File: src/rtl/alu_pkg.sv
// Shared definitions for the ALU issue sequencer: opcode encoding, legality
// bounds and sequencer state encoding.
package alu_pkg;

    localparam logic [4:0] OP_ADD  = 5'b00011;
    localparam logic [4:0] OP_SUB  = 5'b00100;
    localparam logic [4:0] OP_AND  = 5'b00101;
    localparam logic [4:0] OP_OR   = 5'b00110;
    localparam logic [4:0] OP_ROR  = 5'b00111;
    localparam logic [4:0] OP_ROL  = 5'b01000;
    localparam logic [4:0] OP_SHR  = 5'b01001;
    localparam logic [4:0] OP_SHRA = 5'b01010;
    localparam logic [4:0] OP_SHL  = 5'b01011;
    localparam logic [4:0] OP_ADDI = 5'b01100;
    localparam logic [4:0] OP_ANDI = 5'b01101;
    localparam logic [4:0] OP_ORI  = 5'b01110;
    localparam logic [4:0] OP_DIV  = 5'b01111;
    localparam logic [4:0] OP_MUL  = 5'b10000;
    localparam logic [4:0] OP_NEG  = 5'b10001;
    localparam logic [4:0] OP_NOT  = 5'b10010;

    localparam logic [4:0] OPCODE_MIN = OP_ADD;
    localparam logic [4:0] OPCODE_MAX = OP_NOT;

    typedef enum logic [1:0] {
        IDLE = 2'd0,
        EXEC = 2'd1,
        RESP = 2'd2
    } seq_state_t;

    function automatic logic opcode_legal(input logic [4:0] op);
        return (op >= OPCODE_MIN) && (op <= OPCODE_MAX);
    endfunction

endpackage

File: src/rtl/alu_latency_lut.sv
// Maps an ALU opcode to its execution latency in cycles and flags whether the
// opcode is one the ALU implements.
module alu_latency_lut
    import alu_pkg::*;
#(
    parameter int unsigned MUL_CYCLES  = 4,
    parameter int unsigned DIV_CYCLES  = 8,
    parameter int unsigned BASE_CYCLES = 1
) (
    input  logic [4:0] opcode,
    output logic [3:0] lat,
    output logic       legal
);

    // Immediate forms share the base latency with their register forms.
    always_comb begin
        legal = opcode_legal(opcode);
        lat   = 4'(BASE_CYCLES);
        if (opcode == OP_MUL) begin
            lat = 4'(MUL_CYCLES);
        end else if (opcode == OP_DIV) begin
            lat = 4'(DIV_CYCLES);
        end
    end

endmodule

File: src/rtl/alu_sequencer.sv
// Issue-side ALU controller: accepts one request, holds operands on the ALU for
// the opcode's latency, captures the 64-bit result into Z and returns it.
module alu_sequencer
    import alu_pkg::*;
#(
    parameter int unsigned MUL_CYCLES  = 4,
    parameter int unsigned DIV_CYCLES  = 8,
    parameter int unsigned BASE_CYCLES = 1
) (
    input  logic        clock,
    input  logic        clear_n,
    input  logic        req_valid,
    output logic        req_ready,
    input  logic [4:0]  req_opcode,
    input  logic [31:0] req_ra,
    input  logic [31:0] req_rb,
    output logic [31:0] alu_a,
    output logic [31:0] alu_b,
    output logic [4:0]  alu_opcode,
    input  logic [63:0] alu_c,
    output logic        rsp_valid,
    input  logic        rsp_ready,
    output logic [31:0] rsp_hi,
    output logic [31:0] rsp_lo,
    output logic        rsp_err
);

    seq_state_t  state;
    seq_state_t  state_next;
    logic [31:0] y_reg;
    logic [31:0] b_reg;
    logic [4:0]  op_reg;
    logic [63:0] z_reg;
    logic [3:0]  cnt;
    logic        err_reg;
    logic [3:0]  lat;
    logic        legal;
    logic        fault;
    logic        accept;

    alu_latency_lut #(
        .MUL_CYCLES  (MUL_CYCLES),
        .DIV_CYCLES  (DIV_CYCLES),
        .BASE_CYCLES (BASE_CYCLES)
    ) u_latency_lut (
        .opcode (req_opcode),
        .lat    (lat),
        .legal  (legal)
    );

    // Requests that can never produce a meaningful ALU result skip EXEC entirely.
    assign fault  = !legal || ((req_opcode == OP_DIV) && (req_rb == 32'd0));
    assign req_ready = clear_n && ((state == IDLE) || ((state == RESP) && rsp_ready));
    assign rsp_valid = (state == RESP);
    assign accept    = req_valid && req_ready;

    always_ff @(posedge clock or negedge clear_n) begin
        if (!clear_n) begin
            state <= IDLE;
        end else begin
            state <= state_next;
        end
    end

    always_comb begin
        state_next = state;
        case (state)
            IDLE: begin
                if (accept) begin
                    state_next = fault ? RESP : EXEC;
                end
            end
            EXEC: begin
                if (cnt == 4'd0) begin
                    state_next = RESP;
                end
            end
            RESP: begin
                if (rsp_ready) begin
                    if (accept) begin
                        state_next = fault ? RESP : EXEC;
                    end else begin
                        state_next = IDLE;
                    end
                end
            end
            default: state_next = IDLE;
        endcase
    end

    // Z only changes on a faulting accept or at the end of EXEC, so it stays
    // stable for the whole response handshake regardless of alu_c.
    always_ff @(posedge clock or negedge clear_n) begin
        if (!clear_n) begin
            y_reg   <= '0;
            b_reg   <= '0;
            op_reg  <= '0;
            z_reg   <= '0;
            cnt     <= '0;
            err_reg <= 1'b0;
        end else if (accept) begin
            y_reg  <= req_ra;
            b_reg  <= req_rb;
            op_reg <= req_opcode;
            cnt    <= lat - 4'd1;
            if (fault) begin
                z_reg   <= '0;
                err_reg <= 1'b1;
            end
        end else if (state == EXEC) begin
            if (cnt == 4'd0) begin
                z_reg   <= alu_c;
                err_reg <= 1'b0;
            end else begin
                cnt <= cnt - 4'd1;
            end
        end
    end

    assign alu_a      = y_reg;
    assign alu_b      = b_reg;
    assign alu_opcode = op_reg;
    assign rsp_hi     = z_reg[63:32];
    assign rsp_lo     = z_reg[31:0];
    assign rsp_err    = err_reg;

endmodule

File: config.mk
export PLATFORM = sky130hd
export DESIGN_NAME = alu_sequencer
export DESIGN_NICKNAME = d
export VERILOG_FILES = /design/src/rtl/alu_pkg.sv /design/src/rtl/alu_latency_lut.sv /design/src/rtl/alu_sequencer.sv
export SDC_FILE = /design/constraint.sdc
export NUM_CORES = 1
export LEC_CHECK = 0
export CAP_MARGIN = 20
export CORE_MARGIN = 3
export CORE_UTILIZATION = 35
export DETAILED_ROUTE_END_ITERATION = 6
export PLACE_DENSITY = 0.69
export SYNTH_ARGS = -nofsm -noshare
export SYNTH_HDL_FRONTEND = slang
export SYNTH_SLANG_ARGS = --single-unit
File: constraint.sdc
create_clock -name clock -period 3.48 [get_ports clock]
set_input_delay 0.87 -clock clock [delete_from_list [all_inputs] [get_ports clock]]
set_output_delay 0.87 -clock clock [all_outputs]
set_load 0.01 [all_outputs]
## After elaboration in Yosys (flattened, before gate mapping)

Cells that the tools add are included.

| operators by class | value |
|---|---|
| add/subtract/negate cells | 2 |
| magnitude comparators | 2 |
| equality and inequality tests | 9 |
| muxes and demuxes | 19 |
| reduce and logical (&&, ||, !) cells | 16 |

Operators by type and width:

| cell | count |
|---|---|
| two-way mux 64 bit | 4 |
| logical NOT 32 bit | 1 |
| two-way mux 4 bit | 5 |
| two-way mux 2 bit | 5 |
| inequality test 2 bit (second input constant) | 4 |
| subtractor 4 x 1 -> 4 bit (second input constant) | 2 |
| case mux 2 bit (3 select lines) | 1 |
| AND reduction 3 bit | 2 |
| equality test 5 x 4 -> 1 bit (second input constant) | 1 |
| equality test 5 bit (second input constant) | 1 |
| greater-or-equal comparator 5 x 2 -> 1 bit (second input constant) | 1 |
| less-or-equal comparator 5 bit (second input constant) | 1 |
| logical AND 1 bit | 5 |
| logical NOT 4 bit | 1 |
| two-way mux 1 bit | 4 |
| nonzero test 2 bit | 2 |
| equality test 2 x 1 -> 1 bit (second input constant) | 1 |
| equality test 2 bit (second input constant) | 1 |
| logical NOT 2 bit | 1 |
| logical OR 1 bit | 2 |
| inequality test 2 x 1 -> 1 bit (second input constant) | 1 |
| AND reduction 2 bit | 1 |
| logical NOT 1 bit | 1 |

| word-level totals | value |
|---|---|
| bits in registers | 140 |
| input port bits | 137 |
| output and inout bits | 136 |
| word-level logic and storage cells | 55 |

## Depth between registers and ports, before layout

| logic depth | value |
|---|---|
| depth after elaboration | 8 |
| mapped depth | 11 |
| mapped depth without buffers | 8 |

## By module

A second synthesis with hierarchy kept.

| unflattened totals | value |
|---|---|
| cell total of the unflattened synthesis | 489 |
| area, all modules | 5879.4 sq um |

By module, submodules not included:

| module | times used | cells each | area an instance (sq um) | seq. area each (sq um) |
|---|---|---|---|---|
| alu_sequencer | 1 | 480 | 5800.6 | 3503.4 |
| alu_latency_lut | 1 | 9 | 78.8 | 0.0 |

## Least setup slack after synthesis

No wires, ideal clock.

| timing | value |
|---|---|
| path kind | input to register |
| start point | input rsp_ready |
| end point | register cnt[2] |
| setup time | 126 ps |
| data arrival time | 2328 ps |
| data required time | 3354 ps |
| setup slack | 1026 ps |
| cell stages on the path | 10 |
| path buffers | 3 |
| cells stage by stage | o211a_1 -> nand2_1 -> buf_2 -> buf_2 -> buf_2 -> nand2_1 -> ha_1 -> nand2_1 -> xor2_1 -> a21oi_1 |

| on the way | value |
|---|---|
| longest elaborated chain between the ends | 6 |
| elaborated cells between the ends (all ways) | 8 |
| classes of those cells | 1 x eq/ne; 1 x mux; 6 x reduce/logical |

RTL lines:

| item | line | source |
|---|---|---|
| start: declaration | alu_sequencer.sv:22 | `input logic rsp_ready,` |
| logical AND 1 bit * | alu_sequencer.sv:53 | `assign req_ready = clear_n && ((state == IDLE) \|\| ((state == RESP) && rsp_ready));` |
| logical OR 1 bit * | alu_sequencer.sv:53 |  |
| logical AND 1 bit * | alu_sequencer.sv:53 |  |
| logical AND 1 bit * | alu_sequencer.sv:55 | `assign accept = req_valid && req_ready;` |
| inequality test 2 bit (no line) or nonzero test 2 bit (tied branches) | n/a |  |
| AND reduction 2 bit (no line) | n/a |  |
| end signal: assignment | alu_sequencer.sv:105 | `cnt <= lat - 4'd1;` |
| end signal: assignment | alu_sequencer.sv:115 | `cnt <= cnt - 4'd1;` |
| end: declaration | alu_sequencer.sv:34 | `logic [3:0] cnt;` |

Every way passes the cells marked *; elsewhere a longest branch is shown, timed or not.
A chain may end at the register's enable or synchronous reset.

## Worst setup path after layout

| timing | value |
|---|---|
| start point | input rsp_ready |
| end point | output req_ready |

| on the way | value |
|---|---|
| longest elaborated chain between the ends | 3 |

RTL lines:

| item | line | source |
|---|---|---|
| logical AND 1 bit | alu_sequencer.sv:53 |  |
| logical OR 1 bit | alu_sequencer.sv:53 |  |
| logical AND 1 bit | alu_sequencer.sv:53 |  |
| end: declaration | alu_sequencer.sv:13 | `output logic req_ready,` |

No other way between the ends.

==> impl_metrics.json <==
{
  "rsz0062_at_grt": "false",
  "slew_viol_final": 0,
  "clk_pin_slew_worst_paths_ns": 0.05,
  "drc": 0,
  "io_pins": 273,
  "ys.flop_type": "dfrtp_1",
  "synthArstFlopShare": 1.000,
  "syn-cell-area_um2": 5296,
  "maxSlewHeadroom": 0.4858,
  "grt_pass1_vias": 4486,
  "largest_register_ffs": 64,
  "gr-total-overflow": 0,
  "fillers": 1163,
  "clock-root-buffer": "clkbuf_16",
  "cts_resized": 0,
  "cts_setup_buffers": 0,
  "worst_slack_ns": 0.4257,
  "peakVddDrop_mv": 0.4902,
  "drt_iter0_drc": 234,
  "setup_viol": 0,
  "seq_area_frac_synth": 0.6615,
  "r2r_slack_ns": 1.41,
  "place_congestion": 0.8041,
  "ant_nets": 0,
  "power.density_nw_per_um2": 804.5,
  "antenna_found_initial": 0,
  "hold_path_depth": 2,
  "io_buffers": 272,
  "syn_nets": 548,
  "worstSetupEndpointType": "output port",
  "grt_start_max_net_pins": 82,
  "core_um2": 14640,
  "start_util": 0.3617,
  "grt_usage": 0.1848,
  "final_layout_size_suffix_gt1_frac": 0.1207,
  "via_per_inst": 4.882,
  "cap_viol_max_count": 0,
  "reg2reg_depth": 6,
  "num_vias": 4296,
  "cts_tree": "done",
  "skew_ns": 0.007599,
  "cp.required_ns": 2.61,
  "cts_buffers": 17,
  "outcome": "complete, no violations",
  "wire_per_inst_um": 17.57,
  "ys_types": 29,
  "postCtsHoldBufs": 0,
  "dpl_worst_slack_ns": 0.1916,
  "fin_area_um2": 8876,
  "post-route-period-util": 0.8777,
  "netlist_instances": 410,
  "yosys_register_bits": 140,
  "busiest_layer": "met2",
  "cp_max_fo": 4,
  "whs_endpoint": "alu_a[21]",
  "cts-htree-levels": 4,
  "syn_to_final_growth_pct": 67.59,
  "die_area_um2": 16640,
  "worstSetupStartpointType": "primary input",
  "n_antenna_cell": 0,
  "clock_sinks": 140,
  "routed_wl_um": 15460,
  "die_h_um": 129.0,
  "final_nets": 822,
  "r2r-end": "z_reg[17]",
  "p_leak_nw": 3.968,
  "use_met3": 0.07461,
  "ys_warn_count": 0,
  "tightest_slew_ns": 0.7714,
  "tns_ns": 0,
  "clk_latency_ns": 0.41,
  "min_period_ns": 3.054,
  "reg2reg_from": "state[1]",
  "placed_cell_area_um2": 8183,
  "synth_edf_count": 0,
  "place_hpwl_um": 11180,
  "clk_path_buf_depth": 2,
  "avgSynthCellArea_um2": 12.92,
  "grt_use_met2": 0.2982,
  "hold_viol_final": 0,
  "min_from": "alu_a[21]",
  "arrival_ns": 2.18,
  "dr.pass1.iters": 4,
  "grt_first_pass_wirelength_um": 23750,
  "fmax_ghz": 0.3274,
  "std_cell_rows": 44,
  "use_met1": 0.2238,
  "die_w_um": 129.0,
  "crit_type": "in2out",
  "hp-class": "reg2reg"
}
## stage by stage
step                cells  total power (W)  utilization  hold slack [ns]
floorplan             410         0.003587            -           0.4729
global placement      848         0.005099       0.5588           0.4573
detailed placement    848         0.005173       0.5588           0.4618
CTS                   879         0.007235       0.6042           0.4757
global route          880         0.007539       0.6061           0.4895
finish                880         0.007140       0.6061           0.4694
## worst max-delay path by stage
stage / start / endpoint / slack (ns)
after floorplan: rsp_ready / cnt[2] / 1.03
after global placement: req_opcode[0] / z_reg[12] / 0.25
after detailed placement: req_opcode[0] / z_reg[9] / 0.19
after CTS: rsp_ready / req_ready / 0.42
after global routing: rsp_ready / req_ready / 0.37
final: rsp_ready / req_ready / 0.43
## final cells by class
type	instances	area, µm²	area share
repair buffers	281	2824	0.3182
well taps	184	230.2	0.02594
multi-input cells	241	1642	0.1849
clock inverters	10	185.2	0.02086
clock buffers	21	480.5	0.05413
flip-flops and latches	140	3503	0.3947
inverters	3	11.26	0.001269
## cells in the final DEF, fill, tap and decap left out, types with 2 or more instances in the layout
cell type and instances:
nand4_1 4, clkinv_2 2, buf_4 7, xnor2_1 2
a22o_1 64, clkbuf_8 4, a21oi_1 2, clkbuf_16 17
dfrtp_1 140, nor2_1 4, clkdlybuf4s50_1 271, nor4_1 10
nor3_1 2, bufinv_16 5, mux2_2 38, inv_1 2
nand2_1 99
## metal layers
metal,vias to the layer above,routed length [µm]
met5,-,0
met4,0,273
met3,21,1452
met2,197,7504
met1,2084,6230
li1,1994,-
## synthesized netlist by cell type (2+ instances only)
library cell	instances	area, µm²
clkbuf_1	8	30.03
a22o_1	64	560.5
xnor2_1	2	17.52
nor3_1	2	10.01
dfrtp_1	140	3503
nor4_1	10	62.56
a21oi_1	2	10.01
buf_6	6	67.56
inv_1	2	7.510
mux2_2	38	427.9
nand4_1	4	25.02
nand2_1	100	375.4
buf_2	12	60.06
nor2_1	5	18.77
## worst max-delay path, stage by stage
cell and delay [ns]:
clkdlybuf4s50_1 0.48, o211a_1 0.24, clkdlybuf4s50_1 0.59
## cell families after synthesis
group | count (synthesis) | share of synthesized area
AND/OR/NAND/NOR | 125 | 0.09733
flip-flops | 140 | 0.6615
XOR/XNOR | 3 | 0.004962
multiplexers | 39 | 0.08268
AO/OA/AOI/OAI | 73 | 0.1193
buffers and inverters | 29 | 0.03189
adder cells (fa/ha/maj) | 1 | 0.002362
## power by group
| group | internal, W | switching (W) | leakage (nW) |
|---|---|---|---|
| Sequential | 0.00222 | 0.000324 | 1.78 |
| Combinational | 0.00154 | 0.00104 | 1.86 |
| Clock | 0.00135 | 0.000670 | 0.326 |
No activity file was read; power rests on OpenSTA's default activity.
